<file path="config.mk">
export PLATFORM = sky130hd
export DESIGN_NAME = wb_shared_slave_arbiter
export DESIGN_NICKNAME = d
export VERILOG_FILES = /design/src/rtl/wb_shared_slave_arbiter.sv
export SDC_FILE = /design/constraint.sdc
export NUM_CORES = 1
export LEC_CHECK = 0
export CAP_MARGIN = 10
export CORE_AREA = 2 2 110 112
export DETAILED_ROUTE_END_ITERATION = 6
export DIE_AREA = 0 0 112 114
export SETUP_SLACK_MARGIN = 0.4
export SYNTH_ARGS = -nofsm -noshare
export SYNTH_HDL_FRONTEND = slang
export SYNTH_SLANG_ARGS = --single-unit
</file>
<file path="constraint.sdc">
create_clock -name clk -period 1.46 [get_ports clk]
set_input_delay 0.438 -clock clk [delete_from_list [all_inputs] [get_ports clk]]
set_output_delay 0.438 -clock clk [all_outputs]
set_load 0.05 [all_outputs]
</file>
<file path="src/rtl/wb_shared_slave_arbiter.sv">
// wb_shared_slave_arbiter
// Registered N-master Wishbone arbiter in front of a single shared slave.
// Round-robin or fixed-priority selection, grant held for the whole bus cycle
// (while the granted master keeps m_cyc high), one idle clock between grants.
// Optional feature macro: ARB_TIMEOUT_EN -- aborts a transfer whose slave has
// not answered within TIMEOUT_CYCLES strobed clocks, returning m_err to the master.
module wb_shared_slave_arbiter #(
    parameter int NUM_MASTERS    = 2,
    parameter int AW             = 32,
    parameter int DW             = 32,
    parameter int RR_MODE        = 1,
    parameter int TIMEOUT_CYCLES = 256,
    localparam int IW            = (NUM_MASTERS > 1) ? $clog2(NUM_MASTERS) : 1
) (
    input  logic                       clk,
    input  logic                       rst_n,
    input  logic [NUM_MASTERS*AW-1:0]  m_addr,
    input  logic [NUM_MASTERS*DW-1:0]  m_dat_i,
    input  logic [NUM_MASTERS*DW/8-1:0] m_sel,
    input  logic [NUM_MASTERS-1:0]     m_we,
    input  logic [NUM_MASTERS-1:0]     m_cyc,
    input  logic [NUM_MASTERS-1:0]     m_stb,
    output logic [DW-1:0]              m_dat_o,
    output logic [NUM_MASTERS-1:0]     m_ack,
    output logic [NUM_MASTERS-1:0]     m_err,
    output logic [AW-1:0]              s_addr,
    output logic [DW-1:0]              s_dat_o,
    output logic [DW/8-1:0]            s_sel,
    output logic                       s_we,
    output logic                       s_cyc,
    output logic                       s_stb,
    input  logic [DW-1:0]              s_dat_i,
    input  logic                       s_ack,
    input  logic                       s_err,
    output logic                       grant_vld,
    output logic [IW-1:0]              grant_idx
);

    typedef enum logic {ST_IDLE = 1'b0, ST_GRANT = 1'b1} state_t;

    state_t          state_reg, state_next;
    logic [IW-1:0]   grant_idx_reg, grant_idx_next;
    logic [IW-1:0]   last_winner_reg, last_winner_next;
    logic [IW-1:0]   winner;
    logic [NUM_MASTERS-1:0] req;
    logic            abort;

    logic [AW-1:0]   addr_arr [NUM_MASTERS];
    logic [DW-1:0]   wdat_arr [NUM_MASTERS];
    logic [DW/8-1:0] sel_arr  [NUM_MASTERS];

    // Slice the flat master buses into per-master views.
    for (genvar gi = 0; gi < NUM_MASTERS; gi++) begin : g_unpack
        assign req[gi]      = m_cyc[gi] & m_stb[gi];
        assign addr_arr[gi] = m_addr[gi*AW +: AW];
        assign wdat_arr[gi] = m_dat_i[gi*DW +: DW];
        assign sel_arr[gi]  = m_sel[gi*(DW/8) +: (DW/8)];
    end

    assign grant_vld = (state_reg == ST_GRANT);
    assign grant_idx = grant_idx_reg;
    assign m_dat_o   = s_dat_i;

    // Winner search: scan N entries starting after the last winner (RR) or at 0 (fixed).
    always_comb begin
        logic [IW-1:0] base;
        logic [IW:0]   cand;
        logic          found;
        winner = '0;
        found  = 1'b0;
        cand   = '0;
        if (RR_MODE != 0)
            base = (last_winner_reg == IW'(NUM_MASTERS - 1)) ? '0 : last_winner_reg + 1'b1;
        else
            base = '0;
        for (int i = 0; i < NUM_MASTERS; i++) begin
            cand = {1'b0, base} + (IW+1)'(i);
            if (cand >= (IW+1)'(NUM_MASTERS))
                cand = cand - (IW+1)'(NUM_MASTERS);
            if (!found && req[cand[IW-1:0]]) begin
                winner = cand[IW-1:0];
                found  = 1'b1;
            end
        end
    end

`ifdef ARB_TIMEOUT_EN
    localparam int CW = $clog2(TIMEOUT_CYCLES + 1);
    logic [CW-1:0] tmo_cnt_reg;
    logic          stall;

    assign stall = grant_vld & m_cyc[grant_idx_reg] & m_stb[grant_idx_reg] & ~s_ack & ~s_err;
    assign abort = stall & (tmo_cnt_reg == CW'(TIMEOUT_CYCLES - 1));

    // Watchdog: counts unanswered strobe clocks, cleared by any completion or by idling.
    always_ff @(posedge clk or negedge rst_n) begin
        if (!rst_n)
            tmo_cnt_reg <= '0;
        else if (!grant_vld || s_ack || s_err || abort)
            tmo_cnt_reg <= '0;
        else if (stall)
            tmo_cnt_reg <= tmo_cnt_reg + 1'b1;
    end
`else
    // No watchdog: a silent slave holds the grant forever. TIMEOUT_CYCLES is kept
    // in the expression only so the parameter is referenced in this build too.
    assign abort = 1'b0 && (TIMEOUT_CYCLES > 0);
`endif

    // Slave-side mux and master-side response routing from the current grant.
    always_comb begin
        s_addr  = addr_arr[grant_idx_reg];
        s_dat_o = wdat_arr[grant_idx_reg];
        s_sel   = sel_arr[grant_idx_reg];
        s_we    = grant_vld & m_we[grant_idx_reg];
        s_cyc   = grant_vld & m_cyc[grant_idx_reg] & ~abort;
        s_stb   = grant_vld & m_cyc[grant_idx_reg] & m_stb[grant_idx_reg] & ~abort;
        m_ack   = '0;
        m_err   = '0;
        if (grant_vld) begin
            m_ack[grant_idx_reg] = s_ack;
            m_err[grant_idx_reg] = s_err | abort;
        end
    end

    // Next-state: arbitrate only from IDLE; release when the owner drops m_cyc or on abort.
    always_comb begin
        state_next       = state_reg;
        grant_idx_next   = grant_idx_reg;
        last_winner_next = last_winner_reg;
        case (state_reg)
            ST_IDLE: begin
                if (|req) begin
                    state_next       = ST_GRANT;
                    grant_idx_next   = winner;
                    last_winner_next = winner;
                end
            end
            ST_GRANT: begin
                if (!m_cyc[grant_idx_reg] || abort)
                    state_next = ST_IDLE;
            end
            default: state_next = ST_IDLE;
        endcase
    end

    // State, grant and round-robin pointer registers.
    always_ff @(posedge clk or negedge rst_n) begin
        if (!rst_n) begin
            state_reg       <= ST_IDLE;
            grant_idx_reg   <= '0;
            last_winner_reg <= IW'(NUM_MASTERS - 1);
        end else begin
            state_reg       <= state_next;
            grant_idx_reg   <= grant_idx_next;
            last_winner_reg <= last_winner_next;
        end
    end

endmodule

</file>
==> flow_summary.yaml <==
cts:
  cts_tree: "yes"
  cts_root_buf: "clkbuf_16"
  cts_max_path_buffers: 2
  clk_pin_slew_ns: 0.03
  worstSkewPairLatency_ns: 0.23
  cts_sinks: 3
  htreeDepth: 1
  cts-buffers-inserted: 3
  hold_buffers: 0
sta:
  min_period_over_period_pct: 134
  hold_violations: 0
  fmax_ghz: 0.511
  worst_pin_slew_ns: 0.343
  rsz0062_at_grt: "true"
  min_period_ns: 1.96
  skew_ns: 0.000775
  tns_ns: -33.21
  fin_ws_ns: -0.496
  slew_violations: 0
  maxSlewHeadroom_pct: 76.7
  setup_viol: 76
final_layout:
  most-common-layout-cells: "clkdlybuf4s50_1, mux2_2, buf_4"
  stdcell_area_um2: 3890
  drive_above_1_share_pct: 52.8
  diodes: 0
  nets: 503
  area_growth_pct: 204
  fillers: 1198
  layout_commonest_cell: "clkdlybuf4s50_1"
die:
  start_util_pct: 11.0
  die_y_um: 114
  ios: 287
  fp-row-count: 40
  fp.dieW_um: 112
  dieArea_um2: 12800
  core_um2: 11700
global_routing:
  grt_overflow_total: 0
  antenna_found_initial: 0
  grt_first_pass_wirelength_mm: 10.2
  grt_pass1_vias: 1936
  grt_max_degree: 43
  track_usage_pct: 10.3
pwr:
  power_frac_clock_pct: 6.4
  leakagePower_uw: 0.00162
  ir_worst_vdd_uv: 1110
  p_sw_share_pct: 51.2
  power_density_nw_per_um2: 1750
  pwr-share-seq_pct: 3.0
  p_comb_share_pct: 90.6
  power.net_switching_uw: 3490
  internal_power_uw: 3330
critical_path:
  slowest_stage: "dfrtp_4"
  crit_type: "flip-flop to primary output"
  start_kind: "flip-flop"
  crit_path_cell_trace: "buf_12 -> mux2_2 -> buf_4"
  reg2reg_to: "grant_vld"
  timing.rr.start: "grant_idx"
  cp_data_arrival_time_ns: 1.52
  r2r_cells: 3
  cp.required_ns: 1.02
  cp-end-kind: "primary output"
  max_stage_delay_ns: 0.43
  r2r_setup_slack_ns: 0.16
  worst-path-max-fanout: 42
drt:
  ant_nets: 0
  dr.pass1.iters: 4
  via_count: 1816
  wl_per_cell_um: 14.8
  wl_mm: 6.95
  avgViaCountPerCell: 3.86
  drt_drc_violations_left: 0
  drt_iter0_markers: 39
synthesis:
  syn_avg_cell_area_um2: 9.94
  synthCells: 129
  synth_area_um2: 1280
  syn_nets: 307
  ys_warn_count: 0
  ys_types: 16
  ys_seq_area_share_pct: 5.95
  synth-seq-cells: 3
hold_path:
  min_path_type: "input pin to asynchronous set/reset pin"
flow_run:
  drv_cap: 0
placed_design:
  gp_congestion: 0.677
  place_area_um2: 3660
  hpwlAfterDp_mm: 5.92
  io_buffers: 222
run_status:
  violations: "negative setup slack"
  status: "finished with violations"
==> cells by family (layout without fill, tap and decap cells) <==
logic type | count (synthesis) | in the layout | share of synthesized area, %
multiplexers | 73 | 73 | 63.7
AO/OA/AOI/OAI | 2 | 2 | 1.27
flip-flops | 3 | 3 | 5.95
AND/OR/NAND/NOR | 10 | 10 | 5.56
buffers and inverters | 41 | 236 | 23.5
==> synth_stat cells <==
library cell | count | share of area [%]
nand3b_1 | 1 | 0.59
mux2i_1 | 4 | 3.1
nor3b_1 | 1 | 0.59
nor2b_1 | 2 | 0.98
a22oi_1 | 1 | 0.59
buf_2 | 3 | 1.2
and3b_1 | 3 | 2.0
dfstp_2 | 1 | 2.0
dfrtp_1 | 2 | 3.9
clkbuf_2 | 1 | 0.39
buf_6 | 1 | 0.88
nand3_1 | 1 | 0.39
and3_1 | 2 | 0.98
buf_4 | 36 | 21
mux2_2 | 69 | 61
a22o_1 | 1 | 0.68
==> how the worst max path moves through the flow <==
| stage | from | to | slack (ns) | depth (start not counted) |
|---|---|---|---|---|
| finish | grant_idx | s_sel[2] | -0.50 | 3 |
| global route | grant_idx | s_dat_o[21] | -0.54 | 3 |
| CTS | grant_idx | s_dat_o[21] | -0.51 | 3 |
| detailed placement | m_cyc[1] | s_stb | -0.50 | 4 |
| global placement | m_cyc[1] | s_cyc | -0.50 | 4 |
| floorplan | grant_idx | s_stb | -0.35 | 3 |
==> layout make-up <==
class	instances	area, um2	share of cell area (%)
Clock buffer	4	78.8	2.02
Multi-Input combinational cell	85	991	25.4
Sequential cell	3	81.3	2.09
Tap cell	147	184	4.72
Timing Repair Buffer	232	2560	65.7
==> worst max-delay path, delay by kind of cell (launching register included) <==
kind                   cells  cell delay [ns]
buffers and inverters      2             0.43
flip-flops                 1             0.43
multiplexers               1             0.39
==> per-layer routing <==
layer,global-route usage (%),vias up,routed length (um),part of all wire (%)
met5,0,-,0,0
li1,-,823,-,-
met3,3.72,11,942,14
met1,11.2,811,2410,35
met2,18.4,171,3470,50
met4,3.98,0,129,1.9
==> through the flow <==
stage	cells	hold WS (ns)	worst slack (ns)	power, uW	util [%]
6_report	471	0.394	-0.496	6820	33.3
5_1_grt	471	0.404	-0.538	7080	33.3
4_1_cts	471	0.396	-0.509	6900	33.2
3_5_place_dp	463	0.574	-0.499	6080	31.3
3_3_place_gp	463	0.566	-0.501	6070	31.3
2_1_floorplan	129	0.142	-0.346	4140	-
==> power groups by stage <==
stage	Clock (uW)	Sequential [uW]	Combinational (uW)
floorplan	0	240	3900
global placement	0	219	5850
detailed placement	0	219	5860
CTS	448	205	6250
global route	458	213	6400
finish	439	203	6180
==> what timing repair did <==
item | 4_1_cts | 5_1_grt
pin swaps | 0 | 0
resized for setup | 34 | 1
setup endpoints to repair | 80 | 80
gates cloned | 1 | 0
buffers inserted | 3 | 0
No activity file was read; power rests on OpenSTA's default activity.
